==> config.mk <==
export PLATFORM = sky130hd
export DESIGN_NAME = sprite_plotter
export DESIGN_NICKNAME = d
export VERILOG_FILES = /design/src/rtl/sprite_plotter_pkg.sv /design/src/rtl/plot_request_buffer.sv /design/src/rtl/sprite_plotter.sv
export SDC_FILE = /design/constraint.sdc
export NUM_CORES = 1
export LEC_CHECK = 0
export ABC_AREA = 1
export CORE_AREA = 3 3 97 99
export CTS_BUF_LIST = sky130_fd_sc_hd__clkbuf_8
export CTS_CLUSTER_SIZE = 40
export DETAILED_ROUTE_END_ITERATION = 10
export DIE_AREA = 0 0 100 102
export SYNTH_ARGS = -nofsm -noshare
export SYNTH_HDL_FRONTEND = slang
export SYNTH_HIERARCHICAL = 1
export SYNTH_SLANG_ARGS = --single-unit
==> constraint.sdc <==
create_clock -name clk -period 3.7 [get_ports clk]
set_clock_uncertainty 0.05 [all_clocks]
set_input_delay 0.74 -clock clk [delete_from_list [all_inputs] [get_ports clk]]
set_output_delay 0.74 -clock clk [all_outputs]
set_load 0.1 [all_outputs]
==> src/rtl/sprite_plotter_pkg.sv <==
// Shared types and constants for the sprite plotter: engine states, default colours,
// screen size and the player shape mask used when SPRITE_PLOTTER_MASK_EN is defined.
package sprite_plotter_pkg;

  typedef enum logic {
    IDLE = 1'b0,
    DRAW = 1'b1
  } eng_state_e;

  localparam logic [2:0] FG_COLOR_DEF  = 3'b111;
  localparam logic [2:0] BG_COLOR_DEF  = 3'b000;
  localparam int         SCREEN_W_DEF  = 160;
  localparam int         SCREEN_H_DEF  = 120;

  // Player shape, bit index = row*MASK_EDGE + col (row 0 is the top row).
  localparam int          MASK_EDGE   = 4;
  localparam logic [15:0] PLAYER_MASK = 16'b1001_0110_1111_0110;

  function automatic logic mask_bit(input logic [31:0] col, input logic [31:0] row);
    logic [3:0] idx;
    idx = 4'((row * MASK_EDGE + col) % (MASK_EDGE * MASK_EDGE));
    return PLAYER_MASK[idx];
  endfunction

endpackage

==> src/rtl/plot_request_buffer.sv <==
// One-deep request buffer in front of the sprite engine; a request is taken when the
// slot is empty or being consumed on the same edge, otherwise it sets the sticky overflow.
module plot_request_buffer #(
  parameter int XW = 5,
  parameter int YW = 5
) (
  input  logic          clk,
  input  logic          reset,
  input  logic          plot,
  input  logic          s_color,
  input  logic [XW-1:0] xpos,
  input  logic [YW-1:0] ypos,
  input  logic          consume,
  output logic          pend_valid,
  output logic          pend_color,
  output logic [XW-1:0] pend_x,
  output logic [YW-1:0] pend_y,
  output logic          overflow
);

  logic          valid_q, valid_d;
  logic          color_q, color_d;
  logic [XW-1:0] x_q, x_d;
  logic [YW-1:0] y_q, y_d;
  logic          overflow_q, overflow_d;
  logic          accept;

  always_comb begin
    accept     = plot && (!valid_q || consume);
    valid_d    = valid_q;
    color_d    = color_q;
    x_d        = x_q;
    y_d        = y_q;
    if (consume) valid_d = 1'b0;
    if (accept) begin
      valid_d = 1'b1;
      color_d = s_color;
      x_d     = xpos;
      y_d     = ypos;
    end
    overflow_d = overflow_q || (plot && !accept);
  end

  always_ff @(posedge clk or posedge reset) begin
    if (reset) begin
      valid_q    <= 1'b0;
      color_q    <= 1'b0;
      x_q        <= '0;
      y_q        <= '0;
      overflow_q <= 1'b0;
    end else begin
      valid_q    <= valid_d;
      color_q    <= color_d;
      x_q        <= x_d;
      y_q        <= y_d;
      overflow_q <= overflow_d;
    end
  end

  assign pend_valid = valid_q;
  assign pend_color = color_q;
  assign pend_x     = x_q;
  assign pend_y     = y_q;
  assign overflow   = overflow_q;

endmodule

==> src/rtl/sprite_plotter.sv <==
// Expands cell-sized plot requests into CELL x CELL registered pixel writes, one per clock.
// Optional build macro SPRITE_PLOTTER_MASK_EN: foreground blocks use the package shape mask.
//
// state | meaning
// IDLE  | no block in progress; loads from the request buffer when it is valid
// DRAW  | one pixel per cycle, px fastest; reloads back-to-back from the buffer at the end
module sprite_plotter
  import sprite_plotter_pkg::*;
#(
  parameter int                 CELL     = 4,
  parameter int                 XW       = 5,
  parameter int                 YW       = 5,
  parameter int                 X_W      = 8,
  parameter int                 Y_W      = 7,
  parameter int                 SCREEN_W = SCREEN_W_DEF,
  parameter int                 SCREEN_H = SCREEN_H_DEF,
  parameter int                 COLOR_W  = 3,
  parameter logic [COLOR_W-1:0] FG_COLOR = COLOR_W'(FG_COLOR_DEF),
  parameter logic [COLOR_W-1:0] BG_COLOR = COLOR_W'(BG_COLOR_DEF)
) (
  input  logic               clk,
  input  logic               reset,
  input  logic               plot,
  input  logic               s_color,
  input  logic [XW-1:0]      xpos,
  input  logic [YW-1:0]      ypos,
  output logic [X_W-1:0]     vga_x,
  output logic [Y_W-1:0]     vga_y,
  output logic [COLOR_W-1:0] vga_colour,
  output logic               vga_plot,
  output logic               busy,
  output logic               done,
  output logic               overflow
);

  localparam int                CELL_LOG     = $clog2(CELL);
  localparam int                CW           = (CELL > 1) ? CELL_LOG : 1;
  localparam logic [CW-1:0]     LAST         = CW'(CELL - 1);
  localparam logic [X_W:0]      SCREEN_X_LIM = (X_W + 1)'(SCREEN_W);
  localparam logic [Y_W:0]      SCREEN_Y_LIM = (Y_W + 1)'(SCREEN_H);

  logic          pend_valid;
  logic          pend_color;
  logic [XW-1:0] pend_x;
  logic [YW-1:0] pend_y;
  logic          consume;
  logic          last_px;

  eng_state_e    state_q, state_d;
  logic [X_W:0]  base_x_q, base_x_d;
  logic [Y_W:0]  base_y_q, base_y_d;
  logic [CW-1:0] px_q, px_d;
  logic [CW-1:0] py_q, py_d;
  logic          fg_q, fg_d;

  logic [X_W-1:0]     vga_x_q, vga_x_d;
  logic [Y_W-1:0]     vga_y_q, vga_y_d;
  logic [COLOR_W-1:0] vga_colour_q, vga_colour_d;
  logic               vga_plot_q, vga_plot_d;
  logic               done_q, done_d;

  logic [X_W:0] pix_x;
  logic [Y_W:0] pix_y;
  logic         on_screen;
  logic         shape_on;

  plot_request_buffer #(
    .XW (XW),
    .YW (YW)
  ) u_pend (
    .clk        (clk),
    .reset      (reset),
    .plot       (plot),
    .s_color    (s_color),
    .xpos       (xpos),
    .ypos       (ypos),
    .consume    (consume),
    .pend_valid (pend_valid),
    .pend_color (pend_color),
    .pend_x     (pend_x),
    .pend_y     (pend_y),
    .overflow   (overflow)
  );

  always_ff @(posedge clk or posedge reset) begin
    if (reset) begin
      state_q      <= IDLE;
      base_x_q     <= '0;
      base_y_q     <= '0;
      px_q         <= '0;
      py_q         <= '0;
      fg_q         <= 1'b0;
      vga_x_q      <= '0;
      vga_y_q      <= '0;
      vga_colour_q <= '0;
      vga_plot_q   <= 1'b0;
      done_q       <= 1'b0;
    end else begin
      state_q      <= state_d;
      base_x_q     <= base_x_d;
      base_y_q     <= base_y_d;
      px_q         <= px_d;
      py_q         <= py_d;
      fg_q         <= fg_d;
      vga_x_q      <= vga_x_d;
      vga_y_q      <= vga_y_d;
      vga_colour_q <= vga_colour_d;
      vga_plot_q   <= vga_plot_d;
      done_q       <= done_d;
    end
  end

  always_comb begin : next_state
    last_px  = (state_q == DRAW) && (px_q == LAST) && (py_q == LAST);
    consume  = pend_valid && ((state_q == IDLE) || last_px);
    state_d  = state_q;
    base_x_d = base_x_q;
    base_y_d = base_y_q;
    px_d     = px_q;
    py_d     = py_q;
    fg_d     = fg_q;
    case (state_q)
      IDLE:    if (pend_valid) state_d = DRAW;
      DRAW:    if (last_px && !pend_valid) state_d = IDLE;
      default: state_d = IDLE;
    endcase
    if (consume) begin
      base_x_d = (X_W + 1)'(pend_x) << CELL_LOG;
      base_y_d = (Y_W + 1)'(pend_y) << CELL_LOG;
      px_d     = '0;
      py_d     = '0;
      fg_d     = pend_color;
    end else if (state_q == DRAW) begin
      if (px_q == LAST) begin
        px_d = '0;
        py_d = py_q + 1'b1;
      end else begin
        px_d = px_q + 1'b1;
      end
    end
  end

  // Outputs are computed from next-state values so every pixel leaves a register.
  always_comb begin : outputs_comb
    pix_x     = base_x_d + (X_W + 1)'(px_d);
    pix_y     = base_y_d + (Y_W + 1)'(py_d);
    on_screen = (pix_x < SCREEN_X_LIM) && (pix_y < SCREEN_Y_LIM);
`ifdef SPRITE_PLOTTER_MASK_EN
    shape_on  = !fg_d || mask_bit(32'(px_d), 32'(py_d));
`else
    shape_on  = 1'b1;
`endif
    vga_x_d      = pix_x[X_W-1:0];
    vga_y_d      = pix_y[Y_W-1:0];
    vga_colour_d = fg_d ? FG_COLOR : BG_COLOR;
    vga_plot_d   = (state_d == DRAW) && on_screen && shape_on;
    done_d       = last_px;
  end

  assign vga_x      = vga_x_q;
  assign vga_y      = vga_y_q;
  assign vga_colour = vga_colour_q;
  assign vga_plot   = vga_plot_q;
  assign done       = done_q;
  assign busy       = pend_valid || (state_q == DRAW);

endmodule
### Word-level counts from Yosys, hierarchy flattened

Index checks and enable logic that the tools add are counted.
W data, S select, Z words.

| word-level totals | value |
|---|---|
| register bits after elaboration | 56 |
| input bits | 14 |
| output and inout bits | 22 |
| word-level logic and storage cells | 55 |

| cells by class | value |
|---|---|
| add/subtract/negate cells | 4 |
| $lt $le $gt $ge | 2 |
| eq/ne operators | 2 |
| muxes and demuxes | 15 |
| bitwise operators | 1 |
| reductions and logical operators | 15 |

Operators with widths:

| operator | number |
|---|---|
| $mux W2 | 6 |
| $add A9 B2 Y9 | 1 |
| $lt A9 B8 Y1 const B | 1 |
| $mux W9 | 1 |
| $add A8 B2 Y8 | 1 |
| $logic_and A1 B1 Y1 | 8 |
| $lt A8 B7 Y1 const B | 1 |
| $mux W8 | 1 |
| $mux W1 | 5 |
| $add A2 B1 Y2 const B | 2 |
| $eq A2 B2 Y1 const B | 2 |
| $logic_or A1 B1 Y1 | 4 |
| $mux W3 | 1 |
| $logic_not A1 Y1 | 2 |
| $pmux W1 S2 | 1 |
| $reduce_bool A2 Y1 | 1 |
| $not A1 Y1 | 1 |

### Depth between registers and ports, before layout

Gate-level depths: netlist of run 1.

| logic depth | value |
|---|---|
| depth after elaboration | 10 |
| mapped depth | 20 |
| mapped depth without buffers | 18 |

### Cells and area by module

Netlist of run 1, hierarchy kept.

By module, submodules not included:

| module | instances | cells an instance | area each (µm²) | sequential area each (µm²) |
|---|---|---|---|---|
| sprite_plotter | 1 | 235 | 2024.4 | 1001.0 |
| plot_request_buffer | 1 | 56 | 538.0 | 325.3 |

### Worst setup path before layout of run 1

OpenSTA, ideal clock, no wires.

| timing | value |
|---|---|
| kind | flip-flop to flip-flop |
| start point | reg px_q[0] |
| end point | reg vga_plot_q, in the netlist vga_plot |
| library setup time | 114 ps |
| data arrival time | 2465 ps |
| data required time | 3536 ps |
| setup slack | 1071 ps |
| stages on the path, launching flop included | 20 |
| path buffers | 2 |
| period minus slack after synthesis | 2629 ps |
| path through | dfrtp_1 -> ha_1 -> a21oi_2 -> nor2_2 -> buf_6 -> buf_6 -> nor2_1 -> ha_1 -> inv_1 -> fa_1 -> inv_1 -> nand3_1 -> nor2_4 -> nand2_1 -> nand2_1 -> nand2_1 -> nand2_1 -> nand2_1 -> nand2_1 -> nor2_2 |

| on the way | value |
|---|---|
| word-level cells in the longest chain between the ends | 10 |
| elaborated cells between the ends (all ways) | 23 |
| those cells by class | add/sub (3); order compare (2); eq/ne (1); mux (10); reduce/logical (7) |

Ends and longest elaborated chain:

| what | RTL line | RTL |
|---|---|---|
| start: declaration | sprite_plotter.sv:52 | `logic [CW-1:0] px_q, px_d;` |
| start signal: assignment | sprite_plotter.sv:102 | `px_q <= px_d;` |
| $eq A2 B2 Y1 | sprite_plotter.sv:114 | `last_px = (state_q == DRAW) && (px_q == LAST) && (py_q == LAST);` |
| $logic_and A1 B1 Y1 (2 in a row) | sprite_plotter.sv:114 |  |
| $logic_or A1 B1 Y1 | sprite_plotter.sv:115 | `consume = pend_valid && ((state_q == IDLE) \|\| last_px);` |
| $logic_and A1 B1 Y1 | sprite_plotter.sv:115 |  |
| named net consume | sprite_plotter.sv:46 | `logic consume;` |
| $mux W2 | sprite_plotter.sv:127 | `if (consume) begin` |
| named net px_d[0] | sprite_plotter.sv:52 |  |
| $add A9 B2 Y9 | sprite_plotter.sv:145 | `pix_x = base_x_d + (X_W + 1)'(px_d);` |
| $lt A9 B8 Y1 | sprite_plotter.sv:147 | `on_screen = (pix_x < SCREEN_X_LIM) && (pix_y < SCREEN_Y_LIM);` |
| $logic_and A1 B1 Y1 | sprite_plotter.sv:147 |  |
| $logic_and A1 B1 Y1 | sprite_plotter.sv:156 | `vga_plot_d = (state_d == DRAW) && on_screen && shape_on;` |
| named net vga_plot_d | sprite_plotter.sv:59 | `logic vga_plot_q, vga_plot_d;` |
| end signal: assignment | sprite_plotter.sv:108 | `vga_plot_q <= vga_plot_d;` |
| end: declaration | sprite_plotter.sv:59 |  |

The timed path passes the listed nets, and every way through them passes these cells.
A chain may end at the register's enable or synchronous reset.

### Final worst setup path of run 1

| timing | value |
|---|---|
| start point | reg px_q[0] |
| end point | reg vga_plot_q, in the netlist vga_plot |

| on the way | value |
|---|---|
| word-level cells in the longest chain between the ends | 10 |
| elaborated cells between the ends (all ways) | 23 |
| those cells by class | add/sub (3); order compare (2); eq/ne (1); mux (10); reduce/logical (7) |

Ends and longest elaborated chain:

| what | RTL line | RTL |
|---|---|---|
| $eq A2 B2 Y1 * | sprite_plotter.sv:114, sprite_plotter.sv:134 |  |
| $logic_and A1 B1 Y1 (2 in a row) | sprite_plotter.sv:114 |  |
| $logic_or A1 B1 Y1 | sprite_plotter.sv:115 |  |
| $logic_and A1 B1 Y1 | sprite_plotter.sv:115 |  |
| $mux W2 * | sprite_plotter.sv:127 |  |
| named net py_d[0] | sprite_plotter.sv:53 | `logic [CW-1:0] py_q, py_d;` |
| $add A8 B2 Y8 * | sprite_plotter.sv:146 | `pix_y = base_y_d + (Y_W + 1)'(py_d);` |
| $lt A8 B7 Y1 * | sprite_plotter.sv:147 |  |
| $logic_and A1 B1 Y1 * | sprite_plotter.sv:147 |  |
| $logic_and A1 B1 Y1 * | sprite_plotter.sv:156 |  |
| named net vga_plot_d | sprite_plotter.sv:59 |  |

The timed path passes the listed nets; every way through them passes the cells marked *.

==> results of run 1 <==
## sequential cells by signal (all words and copies together), names as in the netlist
| name | count |
|---|---|
| u_pend/pend_y | 5 |
| done | 1 |
| vga_x | 8 |
| base_y_q | 8 |
| state_q | 1 |
| u_pend/pend_x | 5 |
| px_q | 2 |
| vga_plot | 1 |
| u_pend/pend_valid | 1 |
| base_x_q | 9 |
| u_pend/pend_color | 1 |
| vga_y | 7 |
| vga_colour | 1 |
| u_pend/overflow | 1 |
| py_q | 2 |
## kinds of logic (layout without fill, tap and decap cells)
group / count (synthesis) / after routing / synth area share
AOI/OAI and AO/OA: 10 / 10 / 0.0220
xor gates and xnor gates: 5 / 5 / 0.0171
adders and majority gates: 8 / 8 / 0.0449
buffers and inverters: 61 / 95 / 0.114
DFF: 53 / 53 / 0.518
and+or+nand+nor: 154 / 154 / 0.285
## power by group through the flow
stage / Clock [µW] / Combinational (µW) / Sequential [µW]
CTS: 338 / 428 / 666
global route: 358 / 453 / 673
global placement: 0 / 426 / 676
finish: 317 / 422 / 664
detailed placement: 0 / 428 / 678
floorplan: 0 / 182 / 830
## Yosys cell counts
master    number
fa_1           2
nand2_4        3
buf_6          5
nand4_1        1
nor3_1         1
o21bai_1       1
ha_1           6
xor2_1         5
clkbuf_8       1
nand3_2        2
nor2_2         6
nor2_1        14
dfrtp_1       53
nand2_2       16
inv_1         49
o21ai_0        1
nand3b_1       2
a21oi_1        3
buf_4          4
nand2_1       85
inv_2          2
a21oi_2        1
nand3_1       20
and2_1         1
o21ai_1        4
nor2_4         3
## per-stage QoR
step | setup WS [ns] | total power (µW) | util | area (µm²)
6_report | 0.864 | 1400 | 0.353 | 3050
5_1_grt | 0.661 | 1480 | 0.353 | 3050
4_1_cts | 0.870 | 1430 | 0.353 | 3050
3_5_place_dp | 0.890 | 1110 | 0.343 | 2960
3_3_place_gp | 0.946 | 1100 | 0.343 | 2960
2_1_floorplan | 1.07 | 1010 | - | 2560
## critical path, stage by stage, from the launching register on
cell	delay, ns
dfrtp_1	0.39
ha_1	0.26
a21oi_2	0.10
nor2_2	0.51
nor2_1	0.16
ha_1	0.25
fa_1	0.42
nand3_2	0.12
nor2_2	0.06
inv_1	0.06
nand2_1	0.07
nor2_1	0.09
nand2_1	0.08
nand2_1	0.09
nor2_2	0.04
## metal layers
metal | share of wire | routed length (µm)
met1 | 0.49 | 2170
met2 | 0.46 | 2030
met3 | 0.040 | 177
met4 | 0.017 | 77
met5 | 0 | 0
## final timing paths
path / start / to
setup / recovery: px_q[0] / vga_plot
hold / removal: u_pend/pend_y[3] / u_pend/pend_y[3]
setup reg to reg: px_q[0] / vga_plot
hold reg to reg: u_pend/pend_y[3] / u_pend/pend_y[3]
max in group asynchronous: reset / vga_x[4]
min in group asynchronous: reset / u_pend/pend_x[3]
## area by class of cell
class,count,area share
Sequential cell,53,0.435
Multi-Input combinational cell,177,0.310
Timing Repair Buffer,37,0.119
Inverter,51,0.0628
Tap cell,108,0.0444
Clock buffer,6,0.0271
Clock inverter,1,0.00123
==> results.yml, run 1 <==
clock_tree:
  tritoncts: "yes"
  clk_path_buf_depth: 2
  root_buffer: "clkbuf_8"
  cts_inserted_buffers: 5
  h-tree-depth: 2
  holdBufCountCts: 0
  cts_setup_buffers: 0
  clkSinkCount: 53
  clk_pin_slew_worst_paths_ns: 0.09
  post_cts_resize_count: 0
  clk_latency_ns: 0.30
placement:
  placedCellCount: 426
  io_buffers: 35
  place_congestion: 0.851
  dp_hpwl_um: 3410
grt:
  grt_pass1_wl_um: 8020
  grt_most_used_layer: "met2"
  met1_usage: 0.126
  grtUsageMet2: 0.158
  first_global_vias: 1807
  grt.overflow.total: 0
  antenna_found_initial: 0
  gr-usage-all-layers: 0.0971
  grt_max_degree: 41
  use_met3: 0.0246
setup_path:
  rr_worst_depth: 14
  worst-r2r-setup-slack_ns: 0.86
  worstSetupPathType: "reg2reg"
  startpoint_type: "flip-flop"
  required_ns: 3.85
  crit_arrival_ns: 2.99
  cp_max_fo: 14
  end_kind: "flip-flop"
pwr:
  internal_power_uw: 887
  ir_drop_mv: 0.145
  p_sw_uw: 516
  sequentialPowerShare: 0.473
  power.leakage_uw: 0.00159
  pwr-share-clk: 0.226
  switching_share: 0.368
  combPwrFrac: 0.301
  power_density_nw_per_um2: 461
final_layout:
  layout_common_cells: "nand2_1 (85), dfrtp_1 (53), inv_1 (50), clkdlybuf4s50_1 (34), nand3_1 (20)"
  num_antenna_cells: 0
  layout_commonest_cell: "nand2_1"
  area_growth_pct: 18.9
  ff_latch_area_um2: 1330
  nets: 347
  drive_gt1_frac: 0.129
  instances_no_fill: 433
  n_fill_cell: 885
  multiInputGateArea_um2: 945
yosys:
  yosys-top-cells-area: "dfrtp_1 (52%), nand2_1 (12%), inv_1 (7.2%), nand2_2 (3.9%), nand3_1 (3.9%)"
  synthesis.area_um2: 2560
  synth_top_area_cell: "dfrtp_1"
  yosysTopAreaCellShare: 0.518
  syn_nets: 313
  synth_cells: 291
  yosysWarningCount: 6
  ys_types: 26
  syn_area_per_cell_um2: 8.81
  yosysSeqAreaShare: 0.518
  synth.ff_latch_count: 53
route:
  drtIter0Drc: 58
  drt.antenna.violating_nets: 0
  wl_per_cell_um: 10.3
  remaining_drc_errors: 0
  finalWirelength_um: 4460
  num_vias: 1801
  drtPass1Iterations: 4
  routed_via_density: 4.16
timing:
  rsz0062_at_grt: "false"
  setup_tns_ns: 0
  clock.fmax_mhz: 353
  finalHoldViolCount: 0
  slew_violations: 0
  fin_hold_ws_ns: 0.432
  period_minus_slack_ns: 2.84
  timing.final.crit_share: 0.766
  tightest_slew_ns: 0.969
  slew_headroom: 0.352
  setup_viol: 0
floorplan:
  dieArea_um2: 10200
  die_y_um: 102
  die_x_um: 100
  rows: 34
  start_util: 0.297
  core_area_um2: 8640
  pin_count: 36
status:
  status: "complete, no violations"
flow_run:
  drv_cap: 0
worst_hold_path:
  hp-class: "reg2reg"
  hold_depth: 2
(Power assumes the default switching activity.)
==> run 2, diff against run 1 <==
==> constraint.sdc (replaced) <==
create_clock -name clk -period 2.85 [get_ports clk]
set_clock_uncertainty 0.05 [all_clocks]
set_input_delay 0.57 -clock clk [delete_from_list [all_inputs] [get_ports clk]]
set_output_delay 0.57 -clock clk [all_outputs]
set_load 0.1 [all_outputs]
==> run 2 against run 1 <==
Total power up 32%. Count of clock-buffer cells in the layout up 1. Sequential power rose by 30%. Highest routed layer unchanged. Critical path type unchanged. Combinational power is 28% higher. Critical endpoint unchanged. Cell area is 0.66% lower. Critical path depth grew 3. Sequential cell count is the same. Largest power group unchanged. Wire length increased by 0.61%. Clock power rose by 43%. Core utilization fell by 0.23 points. Fmax grew 8.6%. Hold slack got worse by 0.0026 ns.
==> results.yml, run 2 (synthesis gave the netlist of run 1 again) <==
pwr:
  pwr-share-clk: 0.244
  p_sw_uw: 681
  ir_drop_mv: 0.194
  power_density_nw_per_um2: 612
  internal_power_uw: 1170
  switching_share: 0.368
  sequentialPowerShare: 0.464
  combPwrFrac: 0.291
  power.leakage_uw: 0.00163
setup_path:
  cp.depth: 17
  crit_family: "simple AND/OR/NAND/NOR gates"
  rr_worst_depth: 17
  slowest_stage: "dfrtp_1"
  cp.buffers_inverters: 2
  worstSetupPathType: "reg2reg"
  cp_max_fo: 7
  required_ns: 3.00
  crit_arrival_ns: 2.76
  end_kind: "flip-flop"
  cpPeakStageDelay_ns: 0.41
  cpMostUsedCell: "nand2_1"
  startpoint_type: "flip-flop"
  cp_cell_sequence: "ha_1, a21oi_2, nor2_2, nor2_1, ha_1, inv_1, fa_1, inv_1, nand3_1, nor2_4, nand2_1, nand2_1, nand2_1, nand2_1, nand2_1, nand2_1, nor2_2"
route:
  drtIter0Drc: 62
  num_vias: 1796
  wl_per_cell_um: 10.3
  drt.antenna.violating_nets: 0
  finalWirelength_um: 4490
  remaining_drc_errors: 0
  drtPass1Iterations: 4
  routed_via_density: 4.12
flow_run:
  drv_cap: 0
clock_tree:
  holdBufCountCts: 0
  clkSinkCount: 53
  clk_path_buf_depth: 2
  cts_inserted_buffers: 5
  cts_setup_buffers: 0
  root_buffer: "clkbuf_8"
  h-tree-depth: 2
  tritoncts: "yes"
  clk_pin_slew_worst_paths_ns: 0.09
  clk_latency_ns: 0.30
floorplan:
  core_area_um2: 8640
  dieArea_um2: 10200
  pin_count: 36
  die_x_um: 100
  rows: 34
  die_y_um: 102
  start_util: 0.297
grt:
  antenna_found_initial: 0
  grt.overflow.total: 0
  first_global_vias: 1805
  grt_pass1_wl_um: 7870
  gr-usage-all-layers: 0.0952
  grt_max_degree: 41
timing:
  period_minus_slack_ns: 2.61
  slew_violations: 0
  setup_tns_ns: 0
  finalHoldViolCount: 0
  fin_ws_ns: 0.240
  setup_viol: 0
  tightest_slew_ns: 0.508
  clock.fmax_mhz: 383
  slew_headroom: 0.661
  timing.final.crit_share: 0.916
  rsz0062_at_grt: "false"
placement:
  place_congestion: 0.796
  pre_cts_slack_ns: 0.255
  dp_hpwl_um: 3470
  io_buffers: 35
final_layout:
  num_antenna_cells: 0
  nets: 349
  largest_reg_flops: 9
  drive_gt1_frac: 0.207
  largest_register: "base_x_q"
  area_growth_pct: 18.1
  layout_common_cells: "nand2_1 (85), dfrtp_1 (53), inv_1 (49), buf_4 (26), nand3_1 (20)"
  layout_commonest_cell: "nand2_1"
worst_hold_path:
  hp-class: "reg2reg"
  hold_depth: 2
status:
  status: "complete, no violations"
[run 2: cell type report]
type / count / area (µm²)
flip-flops and latches: 53 / 1330
inverters: 51 / 191
multi-input cells: 177 / 947
repair buffers: 39 / 325
clock buffers: 7 / 96.3
well taps: 108 / 135
clock inverters: 1 / 5.00
fillers: 914 / 5610
[run 2: worst register-to-register path, stage by stage, from the launching register on]
cell     delay (ns)
dfrtp_1        0.41
ha_1           0.27
a21oi_2        0.20
nor2_2         0.10
nor2_1         0.13
ha_1           0.18
inv_1          0.06
fa_1           0.39
inv_1          0.07
nand3_1        0.12
nor2_4         0.16
nand2_1        0.07
nand2_1        0.06
nand2_1        0.06
nand2_1        0.06
nand2_1        0.04
nand2_1        0.06
nor2_2         0.03
[run 2: through the flow]
stage / hold WS [ns] / power (µW) / instances / utilization / area [µm²]
final: 0.430 / 1850 / 436 / 0.350 / 3030
after global routing: 0.455 / 1950 / 436 / 0.350 / 3030
after CTS: 0.434 / 1890 / 436 / 0.350 / 3020
after detailed placement: 0.410 / 1420 / 428 / 0.338 / 2920
after global placement: 0.411 / 1420 / 428 / 0.338 / 2920
after floorplan: 0.392 / 1310 / 291 / - / 2560
[run 2: path summary, 6_finish.rpt]
check                                         to             start  slack [ns]
worst max-delay path                    vga_plot           px_q[0]        0.24
worst min-delay path            u_pend/pend_x[1]  u_pend/pend_x[1]        0.43
worst max register to register          vga_plot           px_q[0]        0.24
worst min register to register  u_pend/pend_x[1]  u_pend/pend_x[1]        0.43
max in group asynchronous                py_q[0]             reset        1.71
min in group asynchronous       u_pend/pend_x[3]             reset        0.57
[run 2: layer usage]
| metal | part of all wire | global-route usage | up-vias |
|---|---|---|---|
| met5 | 0 | 0 | - |
| met4 | 0.011 | 0.0373 | 0 |
| met3 | 0.041 | 0.0218 | 5 |
| met2 | 0.46 | 0.156 | 26 |
| met1 | 0.48 | 0.123 | 829 |
| li1 | - | - | 936 |
[run 2: timing repair]
| item | CTS | global route |
|---|---|---|
| gates resized for setup | 0 | 1 |
| endpoints found under the setup margin | 0 | 1 |
| hold endpoints to repair | 0 | 0 |
[run 2: power by group through the flow]
stage,clock network [µW],logic (µW),registers (µW)
detailed placement,0,546,877
floorplan,0,237,1080
global route,502,580,870
CTS,477,547,862
finish,453,540,860
global placement,0,543,877
==> run 3, diff against run 2 <==
--- a/config.mk
+++ b/config.mk
@@ -5,12 +5,13 @@
 export SDC_FILE = /design/constraint.sdc
 export NUM_CORES = 1
 export LEC_CHECK = 0
-export ABC_AREA = 1
+export ABC_CLOCK_PERIOD_IN_PS = 2850
 export CORE_AREA = 3 3 97 99
 export CTS_BUF_LIST = sky130_fd_sc_hd__clkbuf_8
 export CTS_CLUSTER_SIZE = 40
 export DETAILED_ROUTE_END_ITERATION = 10
 export DIE_AREA = 0 0 100 102
+export REMOVE_ABC_BUFFERS = 1
 export SYNTH_ARGS = -nofsm -noshare
 export SYNTH_HDL_FRONTEND = slang
 export SYNTH_HIERARCHICAL = 1
==> run 3 against run 2 <==
Sequential cell count is the same. Critical endpoint unchanged. Setup slack lost 0.072 ns. Hold slack gained 0.0072 ns. Sequential power grew 4.3%. Largest cell class unchanged. Total power shrank 3.7%. Sequential share of layout area shrank 0.75 points. First-iteration DRC count grew 19%.
==> results.yml, run 3 <==
floorplan:
  dieArea_um2: 10200
  core_area_um2: 8640
  start_util: 0.297
  pin_count: 36
  die_y_um: 102
  die_x_um: 100
  rows: 34
grt:
  first_global_vias: 1794
  grt_max_degree: 41
  grt.overflow.total: 0
  gr-usage-all-layers: 0.108
  antenna_found_initial: 0
  grt_pass1_wl_um: 8770
yosys:
  synth-xor-area-share: 0.0375
  synth_top_family_by_area: "simple AND/OR/NAND/NOR gates"
  yosysTopAreaCellShare: 0.517
  yosys.cell_count.top_type: "dfrtp_1"
  synth_edf_count: 0
  yosysWarningCount: 6
  syn_area_per_cell_um2: 11.3
  ys_types: 53
  yosys-top-cells-area: "dfrtp_1 (52%), mux2_4 (5.9%), nand2_1 (5.1%), ha_1 (2.9%), xnor2_1 (2.4%)"
  yosysSeqAreaShare: 0.517
  synthesis.area_um2: 2570
  yosys-mux-area-fraction: 0.0795
  synth.ff_latch_count: 53
  synth_cells: 227
  synth-simple-area-share: 0.165
  synth-compound-area-share: 0.106
  synth_flop_cell: "dfrtp_1"
  synth_top_area_cell: "dfrtp_1"
  async_flop_share: 1.00
  synthAdderAreaFrac: 0.0449
  synth_common_cells: "dfrtp_1 (53), nand2_1 (35), inv_1 (14)"
status:
  status: "complete, no violations"
timing:
  fin_ws_ns: 0.168
  period_minus_slack_ns: 2.68
  finalHoldViolCount: 0
  setup_viol: 0
  setup_tns_ns: 0
  clock.fmax_mhz: 373
  slew_headroom: 0.664
  slew_violations: 0
  rsz0062_at_grt: "false"
  tightest_slew_ns: 0.504
  timing.final.crit_share: 0.941
route:
  routed_via_density: 4.71
  drtPass1Iterations: 4
  wl_per_cell_um: 13.4
  remaining_drc_errors: 0
  drt.antenna.violating_nets: 0
  num_vias: 1777
  finalWirelength_um: 5070
  drtIter0Drc: 74
setup_path:
  cp_max_fo: 8
  crit_arrival_ns: 2.82
  worstSetupPathType: "reg2reg"
  startpoint_type: "flip-flop"
  slowest_stage: "dfrtp_1"
  cpMostUsedCell: "ha_1"
  end_kind: "flip-flop"
  required_ns: 2.99
  cp_cell_sequence: "ha_1, a21bo_4, nand2_4, and2_1, ha_1, a21o_1, a311o_1, o32a_1, a221oi_2, nor4_2"
  cpPeakStageDelay_ns: 0.41
placement:
  dp_hpwl_um: 3810
  io_buffers: 35
  place_congestion: 0.859
  pre_cts_slack_ns: 0.0809
clock_tree:
  root_buffer: "clkbuf_8"
  cts_inserted_buffers: 5
  clk_path_buf_depth: 2
  holdBufCountCts: 0
  clkSinkCount: 53
  h-tree-depth: 2
  tritoncts: "yes"
  clk_pin_slew_worst_paths_ns: 0.09
  clk_latency_ns: 0.30
pwr:
  power.leakage_uw: 0.00149
  switching_share: 0.367
  p_sw_uw: 654
  power_density_nw_per_um2: 579
  sequentialPowerShare: 0.503
  power_uw: 1780
  internal_power_uw: 1130
  combPwrFrac: 0.272
  pwr-share-clk: 0.225
  ir_drop_mv: 0.275
worst_hold_path:
  hp-class: "reg2reg"
final_layout:
  largest_register: "base_x_q"
  nets: 290
  drive_gt1_frac: 0.253
  layout_common_cells: "dfrtp_1 (53), nand2_1 (35), buf_4 (30), inv_1 (15), clkdlybuf4s50_1 (13)"
  largest_reg_flops: 9
  num_antenna_cells: 0
  layout_commonest_cell: "dfrtp_1"
  area_growth_pct: 20.0
flow_run:
  drv_cap: 0
==> run 3: final cells by class <==
type                       instances  area [µm²]
fill                             878        5560
sequential                        53        1330
multi-input combinational        150        1120
timing repair buffer              43         355
tap                              108         135
clock buffer                       5        68.8
inverter                          15        56.3
clock inverter                     3        13.8
==> run 3: metrics by stage <==
step	instance area, µm²	hold WS (ns)	std cells	util
after floorplan	2490	0.389	218	-
after global placement	2980	0.413	368	0.345
after detailed placement	2980	0.413	368	0.345
after CTS	3060	0.445	376	0.354
after global routing	3080	0.480	377	0.357
final	3080	0.437	377	0.357
==> run 3: layer usage <==
layer  global-route usage  share of wire  up-vias
met3               0.0266          0.057       13
met5                    0              0        -
li1                     -              -      858
met2                0.158           0.42       55
met1                0.153           0.49      851
met4               0.0425          0.025        0
==> run 3: power by group through the flow <==
stage | clock (µW) | combinational, µW | sequential (µW)
after global routing | 459 | 515 | 909
after global placement | 0 | 487 | 908
after floorplan | 0 | 134 | 1140
after detailed placement | 0 | 490 | 910
after CTS | 428 | 490 | 895
final | 402 | 485 | 897
==> run 3: critical path: cells and delay by family, from the launching register on <==
kind                       cells  cell delay [ns]
and+or+nand+nor                3             0.41
adders and majority gates      2             0.49
DFF                            1             0.41
AOI/OAI and AO/OA              5             1.22
==> run 3: final timing paths <==
path / startpoint / to / slack (ns) / depth (start not counted)
max: py_q[0] / vga_plot / 0.17 / 10
min: u_pend/pend_color / vga_colour[1] / 0.44 / 2
max reg2reg: py_q[0] / vga_plot / 0.17 / 10
min reg2reg: u_pend/pend_color / vga_colour[1] / 0.44 / 2
max in group asynchronous: reset / vga_y[4] / 1.74 / 3
min in group asynchronous: reset / u_pend/pend_color / 0.55 / 2
==> run 3: logic make-up after synthesis <==
kind of cell	count (synthesis)
xor+xnor	11
simple gates	81
mux	15
flops	53
buf+inv	24
compound gates	35
fa+ha+maj	8
==> run 3: repair_timing <==
action                     CTS  global route
setup buffers                0             1
resized for setup            0             5
setup endpoints to repair    0             1
